$ cat config.mk
export PLATFORM = sky130hd
export DESIGN_NAME = pla_cube_eval_flat
export DESIGN_NICKNAME = d
export VERILOG_FILES = /design/src/rtl/pla_cube_eval_pkg.sv /design/src/rtl/pla_cube_eval_if.sv /design/src/rtl/pla_cube_eval_match.sv /design/src/rtl/pla_cube_eval.sv /design/src/flat_wrapper.sv
export SDC_FILE = /design/constraint.sdc
export NUM_CORES = 2
export LEC_CHECK = 0
export CORE_UTILIZATION = 50
export CTS_CLUSTER_SIZE = 25
export DETAILED_ROUTE_END_ITERATION = 10
export PLACE_DENSITY_LB_ADDON = 0.05
export SLEW_MARGIN = 5
export SYNTH_ARGS = -nofsm -noshare
export SYNTH_HDL_FRONTEND = slang
export SYNTH_HIERARCHICAL = 1
export SYNTH_SLANG_ARGS = --single-unit
$ cat constraint.sdc
create_clock -name clk -period 145.8 [get_ports clk]
set_input_delay 43.74 -clock clk [delete_from_list [all_inputs] [get_ports clk]]
set_output_delay 43.74 -clock clk [all_outputs]
set_load 0.02 [all_outputs]
$ cat src/rtl/pla_cube_eval_pkg.sv
// -----------------------------------------------------------------------------
// pla_eval_pkg
// Shared types for the programmable PLA cube evaluator:
//   state_t - evaluator FSM states
//   cube_t  - one product term: literal-present mask, literal polarity and
//             the output mask it contributes when it matches
//   clog2   - elaboration-time ceiling log2 (never less than 1)
// The cube_t field widths set the widest NUM_IN / NUM_OUT the evaluator
// supports; instances narrower than these zero-extend into the fields.
// -----------------------------------------------------------------------------
package pla_eval_pkg;

   localparam int CUBE_IN_W  = 10;
   localparam int CUBE_OUT_W = 1;

   typedef enum logic [1:0] {
      IDLE = 2'd0,
      SCAN = 2'd1,
      DONE = 2'd2
   } state_t;

   typedef struct packed {
      logic [CUBE_IN_W-1:0]  care;
      logic [CUBE_IN_W-1:0]  val;
      logic [CUBE_OUT_W-1:0] out;
   } cube_t;

   // Ceiling log2, clamped to 1 so a one-entry table still gets an index bit.
   function automatic int clog2(input int value);
      int w;
      w = 1;
      while ((32'sd1 <<< w) < value) begin
         w = w + 1;
      end
      return w;
   endfunction

endpackage

$ cat src/rtl/pla_cube_eval_if.sv
// -----------------------------------------------------------------------------
// pla_cube_eval_if
// Bundles the programming, configuration, input-vector and result channels of
// the PLA cube evaluator.
//   prog_*      : cube table write port (prog_ready high only while idle)
//   cfg_*       : active cube count and per-output inversion, sampled at accept
//   in_valid/in_ready/x      : input vector handshake
//   out_valid/out_ready/y    : result handshake
// modport master : the side that programs the table and issues vectors
// modport slave  : the evaluator
// -----------------------------------------------------------------------------
interface pla_cube_eval_if #(
   parameter int NUM_IN    = 10,
   parameter int NUM_OUT   = 1,
   parameter int NUM_CUBES = 64
) ();

   localparam int AW = pla_eval_pkg::clog2(NUM_CUBES);
   localparam int CW = AW + 1;

   logic               prog_we;
   logic [AW-1:0]      prog_addr;
   logic [NUM_IN-1:0]  prog_care;
   logic [NUM_IN-1:0]  prog_val;
   logic [NUM_OUT-1:0] prog_out;
   logic               prog_ready;
   logic [CW-1:0]      cfg_ncubes;
   logic [NUM_OUT-1:0] cfg_out_inv;
   logic               in_valid;
   logic               in_ready;
   logic [NUM_IN-1:0]  x;
   logic               out_valid;
   logic               out_ready;
   logic [NUM_OUT-1:0] y;

   modport master (
      output prog_we, prog_addr, prog_care, prog_val, prog_out,
      output cfg_ncubes, cfg_out_inv,
      output in_valid, x, out_ready,
      input  prog_ready, in_ready, out_valid, y
   );

   modport slave (
      input  prog_we, prog_addr, prog_care, prog_val, prog_out,
      input  cfg_ncubes, cfg_out_inv,
      input  in_valid, x, out_ready,
      output prog_ready, in_ready, out_valid, y
   );

endinterface

$ cat src/rtl/pla_cube_eval_match.sv
// -----------------------------------------------------------------------------
// pla_cube_match
// Combinational compare of one window of CUBES_PER_CYCLE cubes against the
// latched input vector.
//   x       : input vector
//   cubes   : window of cubes, entry j holds table index base+j
//   base    : table index of cubes[0]
//   ncubes  : active cube count; indices at or above it are ignored
//   hit_out : OR of the output masks of every matching, in-range cube
// -----------------------------------------------------------------------------
module pla_cube_match
   import pla_eval_pkg::*;
#(
   parameter int NUM_IN          = 10,
   parameter int NUM_OUT         = 1,
   parameter int CUBES_PER_CYCLE = 1,
   parameter int CW              = 7
) (
   input  logic [NUM_IN-1:0]                 x,
   input  cube_t [CUBES_PER_CYCLE-1:0]       cubes,
   input  logic [CW-1:0]                     base,
   input  logic [CW-1:0]                     ncubes,
   output logic [NUM_OUT-1:0]                hit_out
);

   logic [CUBE_IN_W-1:0] x_ext_s;

   assign x_ext_s = CUBE_IN_W'(x);

   // A cube matches when every present literal agrees with x; a cube with
   // no literals therefore always matches.
   always_comb begin
      hit_out = '0;
      for (int j = 0; j < CUBES_PER_CYCLE; j++) begin
         if ((((x_ext_s ^ cubes[j].val) & cubes[j].care) == '0) &&
             ((base + CW'(j)) < ncubes)) begin
            hit_out = hit_out | NUM_OUT'(cubes[j].out);
         end else begin
            hit_out = hit_out;
         end
      end
   end

endmodule

$ cat src/rtl/pla_cube_eval.sv
// -----------------------------------------------------------------------------
// pla_cube_eval
// Programmable two-level (sum-of-products) function evaluator. A cube table
// is loaded at runtime; each accepted vector is compared against the first
// ncubes entries, CUBES_PER_CYCLE per clock, and the OR of the matching
// cubes' output masks is returned XORed with a per-output inversion mask.
// Ports:
//   clk  : clock
//   rst  : asynchronous active-high reset; drops any in-flight vector and
//          clears the cube table
//   bus  : pla_cube_eval_if slave (programming, config, in/out handshakes)
// -----------------------------------------------------------------------------
module pla_cube_eval
   import pla_eval_pkg::*;
#(
   parameter int NUM_IN          = 10,
   parameter int NUM_OUT         = 1,
   parameter int NUM_CUBES       = 64,
   parameter int CUBES_PER_CYCLE = 1
) (
   input  logic             clk,
   input  logic             rst,
   pla_cube_eval_if.slave   bus
);

   localparam int            AW         = clog2(NUM_CUBES);
   localparam int            CW         = AW + 1;
   localparam logic [CW-1:0] NCUBES_MAX = CW'(NUM_CUBES);
   localparam logic [CW-1:0] STEP       = CW'(CUBES_PER_CYCLE);

   state_t                         state_r;
   state_t                         state_nxt_s;
   logic [NUM_IN-1:0]              x_r;
   logic [CW-1:0]                  ncubes_r;
   logic [NUM_OUT-1:0]             inv_r;
   logic [NUM_OUT-1:0]             acc_r;
   logic [CW-1:0]                  ptr_r;
   cube_t                          table_r [NUM_CUBES];
   cube_t [CUBES_PER_CYCLE-1:0]    window_s;
   logic [CW-1:0]                  ncubes_clamp_s;
   logic [NUM_OUT-1:0]             hit_s;
   logic                           last_beat_s;
   logic                           accept_s;

   assign accept_s = (state_r == IDLE) && bus.in_valid;

   // The beat is last once the window reaches ncubes; one extra bit keeps
   // ptr+step from wrapping when ncubes equals the table depth.
   assign last_beat_s = ({1'b0, ptr_r} + {1'b0, STEP}) >= {1'b0, ncubes_r};

   // Requested cube counts beyond the table depth evaluate the whole table.
   always_comb begin
      if (bus.cfg_ncubes > NCUBES_MAX) begin
         ncubes_clamp_s = NCUBES_MAX;
      end else begin
         ncubes_clamp_s = bus.cfg_ncubes;
      end
   end

   // Select the current scan window. ptr_r is a multiple of the window size
   // and stays below the table depth while scanning, so the window never
   // straddles the end of the table.
   always_comb begin
      window_s = '0;
      for (int j = 0; j < CUBES_PER_CYCLE; j++) begin
         window_s[j] = table_r[ptr_r[AW-1:0] + AW'(j)];
      end
   end

   pla_cube_match #(
      .NUM_IN          (NUM_IN),
      .NUM_OUT         (NUM_OUT),
      .CUBES_PER_CYCLE (CUBES_PER_CYCLE),
      .CW              (CW)
   ) u_match (
      .x       (x_r),
      .cubes   (window_s),
      .base    (ptr_r),
      .ncubes  (ncubes_r),
      .hit_out (hit_s)
   );

   // FSM state register.
   always_ff @(posedge clk or posedge rst) begin
      if (rst) begin
         state_r <= IDLE;
      end else begin
         state_r <= state_nxt_s;
      end
   end

   // FSM next-state logic; an empty cube list skips straight to the result.
   always_comb begin
      state_nxt_s = state_r;
      case (state_r)
         IDLE: begin
            if (bus.in_valid) begin
               if (ncubes_clamp_s == '0) begin
                  state_nxt_s = DONE;
               end else begin
                  state_nxt_s = SCAN;
               end
            end else begin
               state_nxt_s = IDLE;
            end
         end
         SCAN: begin
            if (last_beat_s) begin
               state_nxt_s = DONE;
            end else begin
               state_nxt_s = SCAN;
            end
         end
         DONE: begin
            if (bus.out_ready) begin
               state_nxt_s = IDLE;
            end else begin
               state_nxt_s = DONE;
            end
         end
         default: begin
            state_nxt_s = IDLE;
         end
      endcase
   end

   // FSM outputs, decoded from registered state and accumulator only.
   always_comb begin
      bus.in_ready   = (state_r == IDLE);
      bus.prog_ready = (state_r == IDLE);
      bus.out_valid  = (state_r == DONE);
      if (state_r == DONE) begin
         bus.y = acc_r ^ inv_r;
      end else begin
         bus.y = '0;
      end
   end

   // Vector datapath: capture the vector and its configuration at accept so
   // later cfg changes cannot disturb it, then accumulate matches per beat.
   always_ff @(posedge clk or posedge rst) begin
      if (rst) begin
         x_r      <= '0;
         ncubes_r <= '0;
         inv_r    <= '0;
         acc_r    <= '0;
         ptr_r    <= '0;
      end else begin
         case (state_r)
            IDLE: begin
               if (accept_s) begin
                  x_r      <= bus.x;
                  ncubes_r <= ncubes_clamp_s;
                  inv_r    <= bus.cfg_out_inv;
                  acc_r    <= '0;
                  ptr_r    <= '0;
               end
            end
            SCAN: begin
               acc_r <= acc_r | hit_s;
               ptr_r <= ptr_r + STEP;
            end
            default: begin
               acc_r <= acc_r;
            end
         endcase
      end
   end

   // Cube table: writable only while idle so a scan always sees a stable
   // table; reset clears every entry so no stale cube survives a reset.
   always_ff @(posedge clk or posedge rst) begin
      if (rst) begin
         for (int i = 0; i < NUM_CUBES; i++) begin
            table_r[i] <= '0;
         end
      end else if (bus.prog_we && (state_r == IDLE)) begin
         table_r[bus.prog_addr] <= '{care: CUBE_IN_W'(bus.prog_care),
                                     val:  CUBE_IN_W'(bus.prog_val),
                                     out:  CUBE_OUT_W'(bus.prog_out)};
      end
   end

endmodule

$ cat src/flat_wrapper.sv
// flat-port wrapper written by rule: the top's interface ports become plain ports
module pla_cube_eval_flat import pla_eval_pkg::*;
#(
   parameter int NUM_IN          = 10,
   parameter int NUM_OUT         = 1,
   parameter int NUM_CUBES       = 64,
   parameter int CUBES_PER_CYCLE = 1
)
  (clk, rst, bus_prog_we, bus_prog_addr, bus_prog_care, bus_prog_val, bus_prog_out, bus_cfg_ncubes, bus_cfg_out_inv, bus_in_valid, bus_x, bus_out_ready, bus_prog_ready, bus_in_ready, bus_out_valid, bus_y);
  pla_cube_eval_if #(.NUM_IN(NUM_IN), .NUM_OUT(NUM_OUT), .NUM_CUBES(NUM_CUBES)) bus_i ();
  input  logic clk;
  input  logic rst;
  input wire logic [$bits(bus_i.prog_we)-1:0] bus_prog_we;
  input wire logic [$bits(bus_i.prog_addr)-1:0] bus_prog_addr;
  input wire logic [$bits(bus_i.prog_care)-1:0] bus_prog_care;
  input wire logic [$bits(bus_i.prog_val)-1:0] bus_prog_val;
  input wire logic [$bits(bus_i.prog_out)-1:0] bus_prog_out;
  input wire logic [$bits(bus_i.cfg_ncubes)-1:0] bus_cfg_ncubes;
  input wire logic [$bits(bus_i.cfg_out_inv)-1:0] bus_cfg_out_inv;
  input wire logic [$bits(bus_i.in_valid)-1:0] bus_in_valid;
  input wire logic [$bits(bus_i.x)-1:0] bus_x;
  input wire logic [$bits(bus_i.out_ready)-1:0] bus_out_ready;
  output wire logic [$bits(bus_i.prog_ready)-1:0] bus_prog_ready;
  output wire logic [$bits(bus_i.in_ready)-1:0] bus_in_ready;
  output wire logic [$bits(bus_i.out_valid)-1:0] bus_out_valid;
  output wire logic [$bits(bus_i.y)-1:0] bus_y;
  assign bus_i.prog_we = bus_prog_we;
  assign bus_i.prog_addr = bus_prog_addr;
  assign bus_i.prog_care = bus_prog_care;
  assign bus_i.prog_val = bus_prog_val;
  assign bus_i.prog_out = bus_prog_out;
  assign bus_i.cfg_ncubes = bus_cfg_ncubes;
  assign bus_i.cfg_out_inv = bus_cfg_out_inv;
  assign bus_i.in_valid = bus_in_valid;
  assign bus_i.x = bus_x;
  assign bus_i.out_ready = bus_out_ready;
  assign bus_prog_ready = bus_i.prog_ready;
  assign bus_in_ready = bus_i.in_ready;
  assign bus_out_valid = bus_i.out_valid;
  assign bus_y = bus_i.y;
  pla_cube_eval #(.NUM_IN(NUM_IN), .NUM_OUT(NUM_OUT), .NUM_CUBES(NUM_CUBES), .CUBES_PER_CYCLE(CUBES_PER_CYCLE)) u_core (.clk(clk), .rst(rst), .bus(bus_i));
endmodule
==> flow_summary_export.csv <==
group,metric,value,unit
yosys,synthFlopType,"dfrtp_1",
floorplanning,die_h,356.9,µm
floorplanning,core-area,124300,µm²
worst_setup_path,end_kind,"asynchronous set/reset pin",
worst_setup_path,reg2reg_depth,16,
worst_setup_path,crit_type,"in2async",
clocking,cts-buffers-inserted,150,
grt,grt_max_degree,153,
yosys,syn_nets,4260,
clocking,cts.root.buffer_cell,"clkbuf_16",
pwr,p_int,794.6,µW
drt,drc,0,
clocking,clock-sinks,1372,
yosys,yosys_warnings,6,
worst_setup_path,crit_required,146.58,ns
clocking,cts_hold_buffers,0,
yosys,syn_area,62970,µm²
placement,postPlaceCellArea,64650,µm²
timing,finalSetupTns,0,ns
placement,post-dp-hpwl,97180,µm
placement,dp.cells,5598,
grt,grtUsageTotal,0.2709,
pwr,vdd_drop_max,0.00001232,V
timing,drv_slew,0,
worst_setup_path,worstPathArrival,47.48,ns
worst_setup_path,worstPathMaxFanout,106,
worst_setup_path,r2r-start,"u_core/ptr_r[0]",
timing,setup_viol,0,
drt,avgRoutedWirePerCell,28.70,µm
placement,place_ws,98.13,ns
yosys,postSynthCellCount,4196,
floorplanning,start_util,0.5067,
pwr,clock_power_share,0.335,
layout,nNetsFinal,4177,
floorplanning,io_pins,54,
drt,viasPerCell,6.122,
pwr,seqPwrFrac,0.431,
timing,relSlewSlack,0.2120,
floorplanning,dieArea,127400,µm²
status,status,"completed",
job,maxCapViolations,0,
clocking,path_clk_slew,0.06,ns
layout,areaGrowthSynthToFinish,10.41,%
clocking,cts_tree,"done",
yosys,syn_area_per_cell,15.01,µm²
clocking,cts_buffer_depth,3,
worst_hold_path,hold_path.class,"reg2reg",
pwr,p_leak,0.03282,µW
floorplanning,die_w,356.9,µm
pwr,switchingPower,325.5,µW
grt,grt_pass1_wl,252400,µm
timing,tightest_slew,1.170,ns
floorplanning,num_rows,129,
pwr,combPwrFrac,0.234,
layout,finalInstanceArea,69530,µm²
drt,vias,35898,
drt,drt-total-wl,168300,µm
pwr,p_per_area,16.11,nW/µm²
timing,rsz0062_at_grt,"no",
yosys,ys_ff_latch,1372,
timing,finalCriticalPeriod,46.71,ns
worst_setup_path,critPathLaunch,"rst",
yosys,synth.distinct_cells,48,
yosys,ys_seq_area_frac,0.5452,
yosys,synth_edf_count,0,
drt,drt_first_pass_iters,5,
timing,skew,0.01662,ns
timing,fin_ws,99.09,ns
clocking,cts-htree-levels,4,
yosys,postSynth.asyncResetShare,1.000,
clocking,clock_latency,0.76,ns
timing,max_freq,21.41,MHz
grt,grt-ovfl-total,0,
timing,fin_crit_sh,0.3204,
placement,io_buffer_count,53,
clocking,cts_resized,0,
worst_hold_path,hold_path_depth,1,
layout,utilization,0.5594,
layout,fill_cells,10160,
placement,place_congestion,0.8029,
worst_setup_path,start_kind,"input port",
grt,grt_pass1_vias,37203,
worst_hold_path,min_from,"u_core/table_r[540]",
layout,final_cells,5864,
drt,drtIter0Drc,2410,
grt,grt_antenna_before_repair,8,
clocking,post_cts.repair.setup_buffers,0,
pwr,power_switching_share,0.2906,
timing,hold_viol,0,
layout,drive_above_1_share,0.4807,
drt,ant_nets,0,
-- final timing paths --
kind	to	slack, ns
max	u_core/table_r[502]	99.09
min	u_core/table_r[540]	0.48
max reg2reg	u_core/acc_r	138.15
min reg2reg	u_core/table_r[540]	0.48
max in group clk	u_core/table_r[1025]	99.63
min in group asynchronous	u_core/table_r[97]	43.53
-- worst max-delay path, stage by stage --
cell	delay (ns)
clkdlybuf4s50_1	0.49
inv_8	0.53
buf_4	0.79
buf_4	0.85
buf_4	0.82
-- cells in the final DEF, fill, tap and decap left out, types with 23 or more instances in the layout --
cell type,Yosys,final
clkbuf_8,0,34
buf_4,18,128
clkbuf_16,0,155
nand2_1,144,144
a21oi_1,25,25
dfrtp_1,1372,1367
mux4_2,275,275
o21ai_0,44,43
clkbuf_1,232,44
nand3_1,32,32
clkdlybuf4s50_1,0,32
mux2i_1,180,180
o21ai_1,46,47
mux2_2,1347,1347
a22oi_1,86,86
a31oi_1,23,23
-- stage by stage --
stage,hold WS (ns),total power (µW)
3_3_place_gp,0.4641,747.6
6_report,0.4837,1120
4_1_cts,0.4848,1132
2_1_floorplan,0.4524,681.2
5_1_grt,0.5031,1174
3_5_place_dp,0.4723,752.8
-- cell type report --
class	instances	area, µm²	area share
antenna	6	15.01	0.0002160
clock buffer	233	4512	0.06489
clock inverter	27	352.8	0.005075
inverter	19	78.83	0.001134
multi-input combinational	2386	26730	0.3844
sequential	1372	34350	0.4940
tap	1637	2048	0.02946
timing repair buffer	184	1446	0.02080
-- flip-flops by register name, indices dropped and copies added (netlist names) --
name,count
u_core/ptr_r,7
u_core/acc_r,1
u_core/x_r,10
u_core/state_r,2
u_core/table_r,1344
u_core/inv_r,1
u_core/ncubes_r,7
-- cell usage after synthesis (2+ instances only) --
master     number  area, µm²
dfrtp_1      1372      34330
mux2_2       1347      15170
mux4_2        275       6193
clkbuf_1      232      870.8
mux2i_1       180       1802
nand2_1       144      540.5
buf_2         122      610.6
a22oi_1        86      645.6
o21ai_1        46      230.2
o21ai_0        44      220.2
nor2_1         36      135.1
nand3_1        32      160.2
buf_1          31      116.4
a21oi_1        25      125.1
a31oi_1        23      143.9
a221oi_1       21      183.9
o2111ai_1      21      183.9
inv_1          19      71.32
buf_4          18      135.1
ha_1           14      175.2
xor2_1         13      113.9
buf_6          12      135.1
mux2_1         12      135.1
nand2b_1       12      75.07
nor2b_1         8      50.05
a21o_1          6      45.04
a22o_1          5      43.79
buf_8           4      60.06
nand3b_1        4      30.03
nor3_1          4      20.02
and2_1          3      18.77
or2_2           3      18.77
xnor2_1         3      26.28
and2_0          2      12.51
nand4_1         2      12.51
nor2_2          2      12.51
nor3_2          2      20.02
-- layer usage --
layer  global-route usage  part of all wire  vias up
met5                    0                 0        -
met4              0.09444             0.032        0
met3              0.05490             0.049      229
met2               0.4095              0.46      700
met1               0.3908              0.46    19638
li1                     -                 -    15331
-- power by group through the flow --
stage	clock (µW)	combinational [µW]	sequential, µW
after floorplan	0	209	473
after global placement	0	261	487
after detailed placement	0	264	489
after CTS	385	265	482
after global routing	401	281	491
final	375	262	483
-- cell families after synthesis --
group                    synth area share
flip-flops                         0.5452
multiplexers                       0.3700
buffers and inverters             0.03175
adder cells (fa/ha/maj)          0.002782
AO/OA/AOI/OAI                     0.02982
XOR/XNOR                         0.002225
AND/OR/NAND/NOR                   0.01820
Note: power is estimated with default switching activity, not from simulation.
